### config.mk
export PLATFORM = sky130hd
export DESIGN_NAME = turn_signal_monitor
export DESIGN_NICKNAME = d
export VERILOG_FILES = /design/src/rtl/turn_signal_pkg.sv /design/src/rtl/turn_signal_pattern_decode.sv /design/src/rtl/turn_signal_monitor.sv
export SDC_FILE = /design/constraint.sdc
export NUM_CORES = 1
export LEC_CHECK = 0
export ABC_AREA = 0
export BUFFER_PORTS_ARGS = -buffer_cell sky130_fd_sc_hd__buf_2
export CAP_MARGIN = 20
export CELL_PAD_IN_SITES_DETAIL_PLACEMENT = 1
export CELL_PAD_IN_SITES_GLOBAL_PLACEMENT = 1
export CORE_MARGIN = 5
export CORE_UTILIZATION = 43
export CTS_CLUSTER_DIAMETER = 150
export DETAILED_ROUTE_END_ITERATION = 16
export GPL_TIMING_DRIVEN = 0
export PLACE_DENSITY = 0.87
export SYNTH_ARGS = -nofsm -noshare
export SYNTH_HDL_FRONTEND = slang
export SYNTH_HIERARCHICAL = 1
export SYNTH_SLANG_ARGS = --single-unit
### constraint.sdc
create_clock -name CLOCK -period 4.5 [get_ports CLOCK]
set_input_delay 0.225 -clock CLOCK [delete_from_list [all_inputs] [get_ports CLOCK]]
set_output_delay 0.225 -clock CLOCK [all_outputs]
set_load 0.005 [all_outputs]
### src/rtl/turn_signal_pkg.sv
// rtl/turn_signal_pkg.sv - shared turn-signal lamp encodings, state indices and fault codes
package turn_signal_pkg;

    // Lamp patterns as seen on Lights[1:6], Lights[1] is the leftmost bit.
    localparam logic [5:0] PAT_IDLE = 6'b000000;
    localparam logic [5:0] PAT_L1   = 6'b100000;
    localparam logic [5:0] PAT_L2   = 6'b110000;
    localparam logic [5:0] PAT_L3   = 6'b111000;
    localparam logic [5:0] PAT_R1   = 6'b000001;
    localparam logic [5:0] PAT_R2   = 6'b000011;
    localparam logic [5:0] PAT_R3   = 6'b000111;
    localparam logic [5:0] PAT_LR3  = 6'b111111;

    localparam logic [1:0] FC_NONE    = 2'd0;
    localparam logic [1:0] FC_PATTERN = 2'd1;
    localparam logic [1:0] FC_TRANS   = 2'd2;
    localparam logic [1:0] FC_HOLD    = 2'd3;

    typedef enum logic [2:0] {
        S_IDLE = 3'd0,
        S_L1   = 3'd1,
        S_L2   = 3'd2,
        S_L3   = 3'd3,
        S_R1   = 3'd4,
        S_R2   = 3'd5,
        S_R3   = 3'd6,
        S_LR3  = 3'd7
    } state_e;

    // Step-to-step legality only; repeating the same non-idle pattern is
    // handled by the hold counter in the checker.
    function automatic logic trans_legal(input state_e prev, input state_e cur);
        logic ok;
        ok = 1'b0;
        case (prev)
            S_IDLE: ok = (cur == S_IDLE) || (cur == S_L1) || (cur == S_R1) || (cur == S_LR3);
            S_L1:   ok = (cur == S_L2) || (cur == S_LR3);
            S_L2:   ok = (cur == S_L3) || (cur == S_LR3);
            S_L3:   ok = (cur == S_IDLE);
            S_R1:   ok = (cur == S_R2) || (cur == S_LR3);
            S_R2:   ok = (cur == S_R3) || (cur == S_LR3);
            S_R3:   ok = (cur == S_IDLE);
            S_LR3:  ok = (cur == S_IDLE);
            default: ok = 1'b0;
        endcase
        return ok;
    endfunction

endpackage

### src/rtl/turn_signal_pattern_decode.sv
// rtl/turn_signal_pattern_decode.sv - combinational lamp pattern to state index decoder
// Ports: pattern (6-bit lamp value in), state_idx (3-bit state index out),
//        valid (1 when pattern is one of the eight legal codes).
module turn_signal_pattern_decode
    import turn_signal_pkg::*;
(
    input  logic [5:0] pattern,
    output logic [2:0] state_idx,
    output logic       valid
);

    always_comb begin
        state_idx = S_IDLE;
        valid     = 1'b1;
        case (pattern)
            PAT_IDLE: state_idx = S_IDLE;
            PAT_L1:   state_idx = S_L1;
            PAT_L2:   state_idx = S_L2;
            PAT_L3:   state_idx = S_L3;
            PAT_R1:   state_idx = S_R1;
            PAT_R2:   state_idx = S_R2;
            PAT_R3:   state_idx = S_R3;
            PAT_LR3:  state_idx = S_LR3;
            default: begin
                state_idx = S_IDLE;
                valid     = 1'b0;
            end
        endcase
    end

endmodule

### src/rtl/turn_signal_monitor.sv
// rtl/turn_signal_monitor.sv - receive-side checker for the turn-signal lamp bus
// Ports: CLOCK, RESET_N (sync active-low), Lights[1:6] observed lamps, CLEAR fault clear;
//        Left/Right/HazardActive decoded state, Left/Right/HazardDone completion pulses,
//        Fault sticky flag, FaultCode first fault, SeqCount saturating completion count.
module turn_signal_monitor
    import turn_signal_pkg::*;
#(
    parameter int CNT_W    = 8,
    parameter int MAX_HOLD = 1
) (
    input  logic             CLOCK,
    input  logic             RESET_N,
    input  logic [1:6]       Lights,
    input  logic             CLEAR,
    output logic             LeftActive,
    output logic             RightActive,
    output logic             HazardActive,
    output logic             LeftDone,
    output logic             RightDone,
    output logic             HazardDone,
    output logic             Fault,
    output logic [1:0]       FaultCode,
    output logic [CNT_W-1:0] SeqCount
);

    localparam int HOLD_W = $clog2(MAX_HOLD + 1) + 1;
    localparam logic [HOLD_W-1:0] HOLD_LIM = HOLD_W'(MAX_HOLD);

    logic [2:0]        cur_raw;
    logic              cur_valid;
    state_e            cur_st;

    state_e            state_q, state_d;
    logic [HOLD_W-1:0] hold_q, hold_d, hold_next;
    logic              left_active_q, left_active_d;
    logic              right_active_q, right_active_d;
    logic              hazard_active_q, hazard_active_d;
    logic              left_done_q, left_done_d;
    logic              right_done_q, right_done_d;
    logic              hazard_done_q, hazard_done_d;
    logic              fault_q, fault_d;
    logic [1:0]        fault_code_q, fault_code_d;
    logic [CNT_W-1:0]  seq_count_q, seq_count_d;

    logic              same, pat_f, trans_f, hold_f, any_f, any_done;
    logic [1:0]        new_code;

    turn_signal_pattern_decode u_decode (
        .pattern   (Lights),
        .state_idx (cur_raw),
        .valid     (cur_valid)
    );

    assign cur_st = state_e'(cur_raw);

    always_comb begin
        same = cur_valid && (cur_st == state_q) && (cur_st != S_IDLE);

        // Counter saturates at the limit so a long hold cannot wrap back to legal.
        hold_next = '0;
        if (same) begin
            hold_next = (hold_q >= HOLD_LIM) ? hold_q : hold_q + 1'b1;
        end

        pat_f   = !cur_valid;
        trans_f = cur_valid && !same && !trans_legal(state_q, cur_st);
        hold_f  = cur_valid && same && (hold_next >= HOLD_LIM);
        any_f   = pat_f || trans_f || hold_f;

        new_code = FC_NONE;
        if (pat_f) begin
            new_code = FC_PATTERN;
        end else if (trans_f) begin
            new_code = FC_TRANS;
        end else if (hold_f) begin
            new_code = FC_HOLD;
        end

        // Illegal patterns drop to IDLE; other faults re-synchronise to what is on the bus.
        state_d = pat_f ? S_IDLE : cur_st;
        hold_d  = pat_f ? '0 : hold_next;

        left_active_d   = (state_d == S_L1) || (state_d == S_L2) || (state_d == S_L3);
        right_active_d  = (state_d == S_R1) || (state_d == S_R2) || (state_d == S_R3);
        hazard_active_d = (state_d == S_LR3);

        left_done_d   = !any_f && (state_q == S_L3)  && (cur_st == S_IDLE);
        right_done_d  = !any_f && (state_q == S_R3)  && (cur_st == S_IDLE);
        hazard_done_d = !any_f && (state_q == S_LR3) && (cur_st == S_IDLE);
        any_done      = left_done_d || right_done_d || hazard_done_d;

        seq_count_d = seq_count_q;
        if (any_done && (seq_count_q != {CNT_W{1'b1}})) begin
            seq_count_d = seq_count_q + 1'b1;
        end

        // A fault arriving with CLEAR wins over the clear and is captured fresh.
        fault_d      = CLEAR ? 1'b0 : fault_q;
        fault_code_d = CLEAR ? FC_NONE : fault_code_q;
        if (any_f) begin
            fault_d = 1'b1;
            if (!fault_q || CLEAR) begin
                fault_code_d = new_code;
            end
        end
    end

    always_ff @(posedge CLOCK) begin
        if (!RESET_N) begin
            state_q         <= S_IDLE;
            hold_q          <= '0;
            left_active_q   <= 1'b0;
            right_active_q  <= 1'b0;
            hazard_active_q <= 1'b0;
            left_done_q     <= 1'b0;
            right_done_q    <= 1'b0;
            hazard_done_q   <= 1'b0;
            fault_q         <= 1'b0;
            fault_code_q    <= FC_NONE;
            seq_count_q     <= '0;
        end else begin
            state_q         <= state_d;
            hold_q          <= hold_d;
            left_active_q   <= left_active_d;
            right_active_q  <= right_active_d;
            hazard_active_q <= hazard_active_d;
            left_done_q     <= left_done_d;
            right_done_q    <= right_done_d;
            hazard_done_q   <= hazard_done_d;
            fault_q         <= fault_d;
            fault_code_q    <= fault_code_d;
            seq_count_q     <= seq_count_d;
        end
    end

    assign LeftActive   = left_active_q;
    assign RightActive  = right_active_q;
    assign HazardActive = hazard_active_q;
    assign LeftDone     = left_done_q;
    assign RightDone    = right_done_q;
    assign HazardDone   = hazard_done_q;
    assign Fault        = fault_q;
    assign FaultCode    = fault_code_q;
    assign SeqCount     = seq_count_q;

endmodule

### After elaboration in Yosys (flattened, before gate mapping)

Index checks and enable logic that the tools add are counted.

| operators by class | value |
|---|---|
| add/subtract/negate cells | 2 |
| magnitude comparators | 2 |
| equal/unequal tests | 30 |
| multiplexer cells | 14 |
| reduce and logical (&&, ||, !) cells | 42 |

Operators with widths:

| kind | number |
|---|---|
| 3-bit == test, second input constant | 12 |
| 6-bit == test, second input constant | 4 |
| 3-bit case mux with 7 select lines | 1 |
| 3-bit by 2-bit == test with 1-bit output, second input constant | 6 |
| 1-bit logical OR | 16 |
| 2-bit 2-to-1 mux | 8 |
| 1-bit logical AND | 13 |
| 3-bit by 1-bit == test with 1-bit output, second input constant | 3 |
| 8-bit by 1-bit adder with 8-bit output, second input constant | 1 |
| 8-bit != test, second input constant | 1 |
| 8-bit OR reduction | 1 |
| 6-bit by 1-bit == test with 1-bit output, second input constant | 1 |
| 6-bit by 2-bit == test with 1-bit output, second input constant | 1 |
| 6-bit by 3-bit == test with 1-bit output, second input constant | 1 |
| 3-bit logical NOT | 2 |
| 6-bit logical NOT | 1 |
| 1-bit case mux with 6 select lines | 1 |
| 1-bit logical NOT | 5 |
| 2-bit by 1-bit >= comparator with 1-bit output, second input constant | 2 |
| 3-bit == test | 1 |
| 1-bit 2-to-1 mux | 3 |
| 3-bit 2-to-1 mux | 1 |
| 3-bit nonzero test | 1 |
| 3-bit OR reduction | 1 |
| 3 further kinds | 3 |

| word-level totals | value |
|---|---|
| register bits after elaboration | 22 |
| word-level logic and storage cells | 101 |

### Longest topological paths before layout

| logic depth | value |
|---|---|
| depth after elaboration | 17 |
| gate-level depth with buffers | 9 |
| gate-level depth less buffers | 8 |

### Modules after synthesis

The synthesis kept the hierarchy.

By module, submodules not included:

| module | times used | cells each | area each (um^2) | seq. area each (um^2) |
|---|---|---|---|---|
| turn_signal_monitor | 1 | 122 | 1139.8 | 440.4 |
| turn_signal_pattern_decode | 1 | 21 | 135.1 | 0.0 |

### Least setup slack after synthesis

Ideal clock, no wire load.

| timing path | value |
|---|---|
| path type | input to register |
| from | in Lights[1] in the netlist's numbering |
| to | reg seq_count_q[6] (netlist: SeqCount[6]) |
| library setup time | 0.116 ns |
| arrival time | 1.805 ns |
| required time | 4.384 ns |
| path slack | 2.579 ns |
| stages on the path | 9 |
| path buffers | 1 |
| cells stage by stage | and2_4 a21o_1 a22o_1 buf_6 nor4b_4 o21ai_1 nor3_1 nand3b_1 o211a_1 |

| on the way | value |
|---|---|
| cells in the longest elaborated chain, start to end | 17 |

RTL lines:

| element | RTL line | source |
|---|---|---|
| from (decl) | turn_signal_monitor.sv:13 | `input logic [1:6] Lights,` |
| 6-bit == test (tied with other cells) | turn_signal_pattern_decode.sv:15 | `case (pattern)` |
| 3-bit case mux with 7 select lines * | turn_signal_pattern_decode.sv:15 |  |
| net cur_raw[1] | turn_signal_monitor.sv:29 | `logic [2:0] cur_raw;` |
| 3-bit by 1-bit == test with 1-bit output or 3-bit logical NOT (tied branches) | turn_signal_pkg.sv:36, turn_signal_pkg.sv:39, turn_signal_pkg.sv:42 |  |
| 1-bit logical OR (3 in a row) | turn_signal_pkg.sv:36 | `S_IDLE: ok = (cur == S_IDLE) \|\| (cur == S_L1) \|\| (cur == S_R1) \|\| (cur == S_LR3);` |
| 1-bit case mux with 6 select lines | turn_signal_pkg.sv:35 | `case (prev)` |
| 1-bit logical NOT | turn_signal_monitor.sv:66 | `trans_f = cur_valid && !same && !trans_legal(state_q, cur_st);` |
| 1-bit logical AND | turn_signal_monitor.sv:66 |  |
| 1-bit logical OR (2 in a row) | turn_signal_monitor.sv:68 | `any_f = pat_f \|\| trans_f \|\| hold_f;` |
| 1-bit logical NOT | turn_signal_monitor.sv:87, turn_signal_monitor.sv:88, turn_signal_monitor.sv:89 |  |
| 1-bit logical AND (on tied branches) (2 in a row) | turn_signal_monitor.sv:87, turn_signal_monitor.sv:88 |  |
| 1-bit logical OR | turn_signal_monitor.sv:90 | `any_done = left_done_d \|\| right_done_d \|\| hazard_done_d;` |
| 1-bit logical OR * | turn_signal_monitor.sv:90 |  |
| 1-bit logical AND * | turn_signal_monitor.sv:93 | `if (any_done && (seq_count_q != {CNT_W{1'b1}})) begin` |
| to (signal assigned) | turn_signal_monitor.sv:132 | `seq_count_q <= seq_count_d;` |
| to (decl) | turn_signal_monitor.sv:43 | `logic [CNT_W-1:0] seq_count_q, seq_count_d;` |

Mark *: on every way through the listed nets, which the timed path passes. The rest lies on a longest branch.
A chain may end at the register's enable or synchronous reset.

### Final worst setup path

| timing path | value |
|---|---|
| from | in Lights[5] in the netlist's numbering |
| to | reg right_done_q (netlist: RightDone) |

| on the way | value |
|---|---|
| cells in the longest elaborated chain, start to end | 14 |

RTL lines:

| element | RTL line | source |
|---|---|---|
| 6-bit == test (tied with other cells) | turn_signal_pattern_decode.sv:15 |  |
| 3-bit case mux with 7 select lines * | turn_signal_pattern_decode.sv:15 |  |
| net cur_raw[0] | turn_signal_monitor.sv:29 |  |
| 3-bit by 1-bit == test with 1-bit output or 3-bit logical NOT (tied branches) | turn_signal_pkg.sv:36, turn_signal_pkg.sv:39, turn_signal_pkg.sv:42 |  |
| 1-bit logical OR (3 in a row) | turn_signal_pkg.sv:36 |  |
| 1-bit case mux with 6 select lines | turn_signal_pkg.sv:35 |  |
| 1-bit logical NOT | turn_signal_monitor.sv:66 |  |
| 1-bit logical AND | turn_signal_monitor.sv:66 |  |
| 1-bit logical OR (2 in a row) | turn_signal_monitor.sv:68 |  |
| 1-bit logical NOT | turn_signal_monitor.sv:88 | `right_done_d = !any_f && (state_q == S_R3) && (cur_st == S_IDLE);` |
| 1-bit logical AND | turn_signal_monitor.sv:88 |  |
| 1-bit logical AND * | turn_signal_monitor.sv:88 |  |
| to (signal assigned) | turn_signal_monitor.sv:128 | `right_done_q <= right_done_d;` |
| to (decl) | turn_signal_monitor.sv:39 | `logic right_done_q, right_done_d;` |

Marked as above.

==> reports/qor.yml <==
peakVddDrop_uv: 113
power.leakage_nw: 0.694
cp.required_ns: 4.70
dpl.hpwl_um: 2700
final_area_um2: 1490
ff2ff_path_depth: 7
viasPerCell: 5.74
worstHoldPathCells: 2
fin_nets: 185
drt_iter0_markers: 44
rsz0062_at_grt: "no"
clk_latency_ns: 0.31
rows: 19
hold_path_class: "primary input to register"
gp_congestion: 0.776
cp-startpoint: "Lights[5]"
worst-r2r-setup-slack_ns: 2.76
grt_pass1_vias: 1345
cts_setup_buffers: 0
cp-endpoint: "RightDone"
worst_hold_slack_ns: 0.215
drcViolationCount: 0
synth.cell_area_um2: 1270
start_util_pct: 45.5
die_w_um: 64.5
routed_wl_um: 3290
cts_tree: "yes"
max_cap_viol_count: 0
cp.arrival_ns: 2.18
finalMaxSlewViolations: 0
outcome: "finished, final reports clean"
syn_inst: 143
crit_path_end_kind: "register"
ant_nets: 0
r2r_start: "hold_q[1]"
fin_ws_ns: 2.52
finalSetupViolCount: 0
port_buffers: 25
synth_cell_type_count: 45
worstMarginPinSlew_ns: 0.516
clkSinkCount: 22
max_freq_mhz: 505
cts_resized: 0
num_io_pins: 26
powerDensity_nw_per_um2: 261
preCtsSetupSlack_ns: 2.20
drt-pass1-iter-count: 4
fin_crit_ns: 1.98
placed_area_um2: 1440
drive_gt1_share_pct: 27.9
max_stage_delay_ns: 0.35
crit_buf_inv: 2
fin_crit_sh_pct: 44.0
crit_cells: 10
overflow: 0
worstReg2RegEnd: "RightDone"
fin_util_pct: 53.2
ctsHoldBuffers: 0
synth_fp_nets: 155
grt_pass1_wl_um: 5820
antenna_found_initial: 0
grt_max_degree: 14
cp_cell_sequence: "buf_2 > and3_1 > o211ai_1 > nand3_1 > buf_6 > a211oi_1 > a31oi_1 > nor3_1 > nor4b_4 > nor4_1"
cts_buffers: 3
finClkSkew_ns: 0.00695
crit_path_top_delay_cell: "nor3_1"
coreArea_um2: 2810
dieArea_um2: 4150
critPathKind: "primary input to register"
relSlewSlack_pct: 65.6
cts_root_buffer: "clkbuf_4"
fin_tns_setup_ns: 0
die_height_um: 64.5
avgSynthCellArea_um2: 8.92
syn_to_final_growth_pct: 17.0
wl_per_cell_um: 16.2
ys_seq_elements: 22
gr-usage-all-layers_pct: 17.3
cp-start-kind: "primary input"
htree_num_levels: 1
antenna_cells: 0
hold_violations: 0
crit_path_max_fanout: 10
ys_warn_count: 6
cts.clk_slew.worst_paths_ns: 0.12
yosysSeqAreaShare_pct: 34.5
cp_top_family: "simple AND/OR/NAND/NOR gates"
vias: 1166
ctsLongestPathBuffers: 2
-- logic make-up (layout without fill, tap and decap cells) --
group,after synthesis,after routing,synth area share (%)
AO/OA/AOI/OAI,24,24,13.2
XOR/XNOR,6,6,4.12
adder cells (fa/ha/maj),3,3,2.94
buffers and inverters,14,43,6.08
flip-flops,22,22,34.5
multiplexers,3,3,2.45
AND/OR/NAND/NOR,71,71,36.7
-- layout by cell type (no fill, tap or decap), types with 2 or more instances in the layout --
cell      instances
nor2_1            8
nor3_1            7
inv_1             6
nand3_1           7
o21ai_1           3
dfxtp_1          22
clkbuf_1          3
clkbuf_4          3
nand4_1           2
xnor2_1           6
o211a_1           2
nor4_1            2
o211ai_1          2
buf_2            27
mux2i_1           2
nor3_2            4
nand2b_1          3
nand2_1          14
ha_1              3
a21o_1            2
a21oi_1           5
buf_6             3
nor4b_4           2
and3_1           10
nor3b_2           2
-- through the flow --
step | total power [W] | instances
2_1_floorplan | 0.000226 | 143
3_3_place_gp | 0.000238 | 199
3_5_place_dp | 0.000242 | 199
4_1_cts | 0.000392 | 203
5_1_grt | 0.000405 | 203
6_report | 0.000389 | 203
-- registers in the layout (all words and copies together), names as in the netlist, 2 cells and up --
| register | flops |
|---|---|
| state_q | 3 |
| SeqCount | 8 |
| FaultCode | 2 |
| hold_q | 2 |
-- Yosys cell counts (all sizes together) --
library cell / n / area, µm²
a21oi: 5 / 25.0
mux2i: 2 / 20.0
nand2: 14 / 52.6
or2: 1 / 6.26
nand3: 8 / 45.0
a21boi: 2 / 15.0
or2b: 1 / 7.51
a21o: 2 / 15.0
a311o: 1 / 10.0
nor3b: 2 / 25.0
ha: 3 / 37.5
a31oi: 1 / 6.26
nand4: 2 / 12.5
mux2: 1 / 11.3
and2: 1 / 8.76
nor4: 2 / 12.5
nand4b: 1 / 8.76
nor3: 11 / 75.1
inv: 6 / 22.5
clkbuf: 3 / 11.3
o31ai: 1 / 7.51
o31a: 1 / 8.76
nor4b: 3 / 62.6
nand3b: 2 / 27.5
a22o: 1 / 8.76
o2111ai: 1 / 8.76
o21ai: 4 / 20.0
and3: 10 / 62.6
buf: 5 / 43.8
nand2b: 3 / 18.8
o211ai: 2 / 15.0
xnor2: 6 / 52.6
a211oi: 1 / 7.51
o211a: 2 / 20.0
nor2: 9 / 36.3
or3: 1 / 6.26
dfxtp: 22 / 440
-- worst reg2reg max path: stages (launching register included) --
cell and delay, ns:
dfxtp_1 0.38, inv_1 0.05, ha_1 0.27, mux2i_1 0.19, nand2_1 0.10, nand3_1 0.17, nand2_1 0.14, nor4_1 0.34
-- report_power, final --
| group | leakage, nW | switching (W) | internal, W |
|---|---|---|---|
| clock network | 0.0279 | 0.0000621 | 0.0000900 |
| registers | 0.178 | 0.00000142 | 0.000197 |
| logic | 0.488 | 0.0000241 | 0.0000151 |
| total | 0.694 | 0.0000876 | 0.000302 |
-- final cells by class --
type	instances	area (µm²)
plain buffers	8	55.1
repair buffers	25	125
clock buffers	3	22.5
flip-flops and latches	22	440
clock inverters	1	30.0
fillers	351	1310
inverters	6	22.5
well taps	31	38.8
multi-input cells	107	757
-- metal layers --
metal	track usage (%)	wire length (µm)
met1	19.0	1360
met2	33.4	1740
met3	1.55	111
met4	7.65	80
met5	0	0
-- worst min-delay path by stage --
| stage | slack [ns] | start | endpoint |
|---|---|---|---|
| final | 0.22 | RESET_N | state_q[2] |
| after CTS | 0.22 | RESET_N | state_q[2] |
| after global routing | 0.23 | RESET_N | state_q[2] |
| after floorplan | 0.42 | RESET_N | state_q[2] |
| after detailed placement | 0.52 | SeqCount[1] | SeqCount[1] |
| after global placement | 0.49 | SeqCount[1] | SeqCount[1] |
Note: power is estimated with default switching activity, not from simulation.
